**src/rtl/dmem_responder.sv**
```systemverilog
// rtl/dmem_responder.sv - data-side memory responder: word RAM, TOHOST/STATUS MMIO, store-log FIFO
//
// Purpose:
//   Sits at the memory end of the single-cycle core's load/store bus.
//   Provides a word RAM (combinational read, clocked write) and a small
//   TOHOST/STATUS register window. It also keeps a log of every accepted
//   store, which a consumer drains through a valid/ready port.
//
// Ports:
//   clk         in   system clock, all state changes on the rising edge
//   reset       in   synchronous, active-high
//   MemWrite    in   store strobe from the core
//   DataAdr     in   byte address from the core
//   WriteData   in   store data from the core
//   ReadData    out  load data to the core (combinational)
//   log_valid   out  store-log head is valid
//   log_ready   in   consumer accepts the head
//   log_addr    out  head entry address
//   log_data    out  head entry data
//   done        out  TOHOST has been written since reset
//   exit_code   out  last value written to TOHOST
//   overflow    out  sticky: a log push was dropped because the log was full
//   misaligned  out  sticky: a store arrived with DataAdr[1:0] != 0

module dmem_responder #(
    parameter int          MEM_WORDS = 64,
    parameter int          LOG_DEPTH = 8,
    parameter logic [31:0] MMIO_BASE = 32'h0000_0400
) (
    input  logic        clk,
    input  logic        reset,
    input  logic        MemWrite,
    input  logic [31:0] DataAdr,
    input  logic [31:0] WriteData,
    output logic [31:0] ReadData,
    output logic        log_valid,
    input  logic        log_ready,
    output logic [31:0] log_addr,
    output logic [31:0] log_data,
    output logic        done,
    output logic [31:0] exit_code,
    output logic        overflow,
    output logic        misaligned
);

    localparam int AW = $clog2(MEM_WORDS);
    localparam int PW = $clog2(LOG_DEPTH);

    localparam logic [31:0] STATUS_ADR = MMIO_BASE + 32'd4;
    localparam logic [31:0] RAM_BYTES  = 32'(MEM_WORDS * 4);
    localparam logic [PW-1:0] PTR_ONE  = 1;
    localparam logic [PW:0]   CNT_ONE  = 1;

    // Storage
    logic [31:0]   r_mem      [MEM_WORDS];
    logic [31:0]   r_log_addr [LOG_DEPTH];
    logic [31:0]   r_log_data [LOG_DEPTH];
    logic [PW-1:0] r_wr_ptr;
    logic [PW-1:0] r_rd_ptr;
    logic [PW:0]   r_count;
    logic          r_done;
    logic [31:0]   r_exit_code;
    logic          r_overflow;
    logic          r_misaligned;

    // Decode. The word-aligned address is used so that loads ignore the
    // byte offset; stores only act when the offset is zero anyway.
    logic [31:0]   w_adr_al;
    logic          w_aligned;
    logic          w_ram_hit;
    logic          w_tohost_hit;
    logic          w_status_hit;
    logic [AW-1:0] w_idx;
    logic          w_accept;
    logic          w_full;
    logic          w_pop;
    logic          w_push_ok;
    logic          w_drop;
    logic [7:0]    w_cnt8;

    assign w_adr_al     = {DataAdr[31:2], 2'b00};
    assign w_aligned    = (DataAdr[1:0] == 2'b00);
    assign w_ram_hit    = (w_adr_al < RAM_BYTES);
    assign w_tohost_hit = (w_adr_al == MMIO_BASE);
    assign w_status_hit = (w_adr_al == STATUS_ADR);
    assign w_idx        = DataAdr[AW+1:2];

    // Stores to STATUS or unmapped space are silently ignored.
    assign w_accept = MemWrite & w_aligned & (w_ram_hit | w_tohost_hit) & ~reset;

    assign w_full    = (32'(r_count) == 32'(LOG_DEPTH));
    assign w_pop     = log_valid & log_ready;
    // A pop in the same edge frees the head slot, so a push into a full log
    // still fits; only a push into a full log without a pop is dropped.
    assign w_push_ok = w_accept & (~w_full | w_pop);
    assign w_drop    = w_accept & w_full & ~w_pop;

    assign w_cnt8 = 8'(r_count);

    // Outputs
    assign log_valid  = (r_count != '0);
    assign log_addr   = r_log_addr[r_rd_ptr];
    assign log_data   = r_log_data[r_rd_ptr];
    assign done       = r_done;
    assign exit_code  = r_exit_code;
    assign overflow   = r_overflow;
    assign misaligned = r_misaligned;

    always_comb begin
        ReadData = 32'h0;
        if (w_ram_hit) begin
            ReadData = r_mem[w_idx];
        end else if (w_tohost_hit) begin
            ReadData = r_exit_code;
        end else if (w_status_hit) begin
            ReadData = {16'b0, w_cnt8, 5'b0, log_valid, r_overflow, r_done};
        end
    end

    // RAM is deliberately not cleared by reset.
    always_ff @(posedge clk) begin
        if (w_accept && w_ram_hit) begin
            r_mem[w_idx] <= WriteData;
        end
    end

    // Log storage: when full with a simultaneous pop, the write pointer
    // equals the read pointer; the head is consumed this edge, so the
    // overwrite is safe.
    always_ff @(posedge clk) begin
        if (w_push_ok) begin
            r_log_addr[r_wr_ptr] <= DataAdr;
            r_log_data[r_wr_ptr] <= WriteData;
        end
    end

    always_ff @(posedge clk) begin
        if (reset) begin
            r_wr_ptr <= '0;
            r_rd_ptr <= '0;
            r_count  <= '0;
        end else begin
            if (w_push_ok) begin
                r_wr_ptr <= r_wr_ptr + PTR_ONE;
            end
            if (w_pop) begin
                r_rd_ptr <= r_rd_ptr + PTR_ONE;
            end
            case ({w_push_ok, w_pop})
                2'b10:   r_count <= r_count + CNT_ONE;
                2'b01:   r_count <= r_count - CNT_ONE;
                default: r_count <= r_count;
            endcase
        end
    end

    always_ff @(posedge clk) begin
        if (reset) begin
            r_done       <= 1'b0;
            r_exit_code  <= 32'h0;
            r_overflow   <= 1'b0;
            r_misaligned <= 1'b0;
        end else begin
            if (w_accept && w_tohost_hit) begin
                r_done      <= 1'b1;
                r_exit_code <= WriteData;
            end
            if (w_drop) begin
                r_overflow <= 1'b1;
            end
            if (MemWrite && !w_aligned) begin
                r_misaligned <= 1'b1;
            end
        end
    end

endmodule

```
**config.mk**
```make
export PLATFORM = sky130hd
export DESIGN_NAME = dmem_responder
export DESIGN_NICKNAME = d
export VERILOG_FILES = /design/src/rtl/dmem_responder.sv
export SDC_FILE = /design/constraint.sdc
export NUM_CORES = 2
export LEC_CHECK = 0
export ABC_CLOCK_PERIOD_IN_PS = 22900
export CAP_MARGIN = 20
export CELL_PAD_IN_SITES_DETAIL_PLACEMENT = 0
export CELL_PAD_IN_SITES_GLOBAL_PLACEMENT = 1
export CORE_MARGIN = 2
export CORE_UTILIZATION = 58
export CTS_CLUSTER_DIAMETER = 40
export DETAILED_ROUTE_END_ITERATION = 16
export HOLD_SLACK_MARGIN = 0.02
export PLACE_DENSITY_LB_ADDON = 0.1
export SKIP_LAST_GASP = 1
export SYNTH_ARGS = -nofsm -noshare
export SYNTH_HDL_FRONTEND = slang
export SYNTH_SLANG_ARGS = --single-unit
```
**constraint.sdc**
```tcl
create_clock -name clk -period 22.9 [get_ports clk]
set_input_delay 2.29 -clock clk [delete_from_list [all_inputs] [get_ports clk]]
set_output_delay 2.29 -clock clk [all_outputs]
set_load 0.02 [all_outputs]
```
==> results.json <==
{
  "p_switching_mw": 2.32,
  "routed_wl_mm": 319,
  "crit_top_cell": "o21ai_0",
  "synth_nets": 5367,
  "cts_sinks": 2608,
  "holdBufCountCts": 0,
  "ctsResizeCount": 0,
  "drt.antenna.violating_nets": 0,
  "drtIter0Drc": 10100,
  "synth_seq_cells": 2608,
  "h-tree-depth": 5,
  "syn_area_sq_um": 100000,
  "finalSetupViolCount": 0,
  "hold_viol": 0,
  "synth_edf_count": 2560,
  "syn_avg_cell_area_sq_um": 18.9,
  "reg2reg_slack_ns": 19.50,
  "rsz0062_at_grt": "no",
  "grt_overflow": 0,
  "cts_buffer_depth": 4,
  "worstSkewPairLatency_ns": 0.93,
  "cts_buffers": 327,
  "p_per_area_nw_per_um2": 92.1,
  "cp.required_ns": 20.61,
  "drive_gt1_frac": 0.214,
  "swShare": 0.217,
  "maxCapViolCount": 0,
  "drt_pre_antenna_iters": 8,
  "min_period_over_period": 0.519,
  "status": "finished clean",
  "ir_worst_vdd_mv": 0.0816,
  "critical_path.max_stage_delay_ns": 1.01,
  "cp_num_buf_inv": 6,
  "die_y_um": 420,
  "drc_errors": 0,
  "grt_antenna_before_repair": 18,
  "die_width_um": 420,
  "grt_usage": 0.361,
  "globalplace.congestion": 0.883,
  "combPwrFrac": 0.043,
  "grt_first_pass_wirelength_mm": 436,
  "grt_pass1_vias": 54800,
  "synthFlopType": "edfxtp_1",
  "cts_tree": "done",
  "rows": 152,
  "syn_to_final_growth_pct": 15.8,
  "vias": 57600,
  "max-slew-margin-rel": 0.168,
  "num_io_pins": 200,
  "p_leak_nw": 37.1,
  "p_int_mw": 8.37,
  "synthCells": 5296,
  "critPathKind": "in -> out",
  "startpoint_type": "input pin",
  "yosys_warnings": 0,
  "dp_hpwl_mm": 172,
  "min_path_type": "reg -> reg",
  "worstPathCellList": "buf_8, buf_12, buf_4, buf_12, buf_4, and3b_1, a22oi_1, o21ai_0, o21ai_0, o211ai_1, nor3_1, o21ai_0, clkdlybuf4s50_1",
  "clk_pin_slew_ns": 0.06,
  "port_buffers": 199,
  "post-route-util": 0.676,
  "async_flop_share": 0,
  "crit_fanout": 109,
  "min_period_ns": 11.88,
  "cp_top_family": "buffers and inverters",
  "cts-root-buf": "clkbuf_16",
  "core_sq_um": 172000,
  "max_freq_ghz": 0.0842,
  "ys_types": 75,
  "wire_per_inst_um": 38.7,
  "nets": 5767,
  "initial_core_util": 0.584,
  "slew_violations": 0,
  "tightest_slew_ns": 1.24,
  "yosysSeqAreaShare": 0.777,
  "timing.setup.tns_ns": 0,
  "fin_skew_ns": 0.0205,
  "pwr-share-clk": 0.467,
  "pre_cts_ws_ns": 11.49,
  "cts_setup_buffers": 0,
  "die_area_sq_um": 176000,
  "arrival_ns": 9.59,
  "crit_path_top_delay_cell": "nor3_1",
  "fin_ws_ns": 11.02,
  "p_seq_frac": 0.490,
  "grt_max_degree": 110,
  "via_per_inst": 6.98,
  "endpoint_kind": "output port"
}
==> final cells by class <==
class | count | area, sq um
multi-input combinational | 2339 | 21300
antenna | 5 | 12.5
inverter | 6 | 28.8
tap | 2310 | 2890
fill | 11200 | 55500
sequential | 2608 | 77800
clock buffer | 370 | 8470
clock inverter | 192 | 1970
timing repair buffer | 414 | 3550
==> worst min-delay path, stage by stage, from the launching register on <==
cell and delay (ns):
dfxtp_1 0.31, inv_1 0.05, a21oi_1 0.05
==> synthesized netlist by cell type, drive strengths merged, types with 27 or more instances <==
| cell type | number | area [sq um] |
|---|---|---|
| mux2i | 368 | 3680 |
| a22oi | 160 | 1200 |
| clkbuf | 108 | 405 |
| dfxtp | 48 | 961 |
| edfxtp | 2560 | 76900 |
| nor2 | 201 | 767 |
| a221oi | 195 | 1710 |
| a21oi | 154 | 771 |
| a22o | 27 | 236 |
| mux4 | 244 | 5500 |
| buf | 235 | 1360 |
| nand3 | 61 | 305 |
| o22ai | 89 | 557 |
| o21ai | 187 | 936 |
| nand2 | 192 | 731 |
| mux2 | 173 | 1950 |
==> power by group through the flow <==
stage | Clock [mW] | Sequential [mW] | Combinational [mW]
after global placement | 0 | 5.34 | 0.430
after floorplan | 0 | 5.34 | 0.198
final | 4.99 | 5.24 | 0.455
after global routing | 5.21 | 5.24 | 0.461
after detailed placement | 0 | 5.34 | 0.436
after CTS | 5.01 | 5.24 | 0.437
==> layout by cell type, fill, tap and decap left out, types with 18 or more instances in the layout <==
cell type        count
clkinvlp_4          24
inv_6               32
clkbuf_16          333
o22ai_1             89
nor2_4              72
nor2_1             124
a22oi_1            160
mux4_2             243
edfxtp_1          2560
nand2_1            188
clkdlybuf4s50_1    163
bufinv_16           30
nand3_1             59
o221ai_1            18
clkinv_1            48
buf_4              201
a22o_1              27
a21oi_1            154
clkinv_2            34
buf_2               34
mux2i_1            368
a31oi_1             21
a221o_1             25
a221oi_1           194
a211oi_1            23
dfxtp_1             45
mux2_2             173
o21ai_0            186
clkbuf_1            37
==> worst paths after layout <==
kind | cells after the start | start | to
worst max-delay path | 13 | DataAdr[4] | ReadData[28]
worst min-delay path | 2 | misaligned | misaligned
worst max register to register | 6 | r_count[1] | r_log_data[5][1]
worst min register to register | 2 | misaligned | misaligned
==> per-stage QoR <==
| stage | power, mW | area (sq um) | instances | hold WS [ns] |
|---|---|---|---|---|
| finish | 10.7 | 116000 | 8244 | 0.451 |
| global route | 10.9 | 116000 | 8239 | 0.485 |
| CTS | 10.7 | 116000 | 8232 | 0.452 |
| detailed placement | 5.77 | 106000 | 7670 | 0.443 |
| global placement | 5.77 | 105000 | 7668 | 0.437 |
| floorplan | 5.54 | 100000 | 5296 | 0.485 |
==> per-layer routing <==
| metal | vias to the layer above | track usage | wire length, um |
|---|---|---|---|
| met5 | - | 0 | 77 |
| met4 | 12 | 0.155 | 15000 |
| met3 | 769 | 0.103 | 43400 |
| met2 | 4502 | 0.534 | 143000 |
| met1 | 29600 | 0.506 | 117000 |
| li1 | 22700 | - | - |
==> flip-flops by register name, indices dropped and copies added, names as in the netlist, named ones only <==
| name | cells |
|---|---|
| r_log_data | 256 |
| overflow | 1 |
| done | 1 |
| r_wr_ptr | 3 |
| misaligned | 1 |
| r_rd_ptr | 3 |
| exit_code | 32 |
| r_mem | 2048 |
| r_count | 4 |
| r_log_addr | 256 |
==> cells by family after synthesis <==
group	synth area share
buffers and inverters	0.0178
adder cells (fa/ha/maj)	0.000375
XOR/XNOR	0.000612
flip-flops	0.777
AO/OA/AOI/OAI	0.0687
AND/OR/NAND/NOR	0.0247
multiplexers	0.111
No activity file was read; power rests on OpenSTA's default activity.
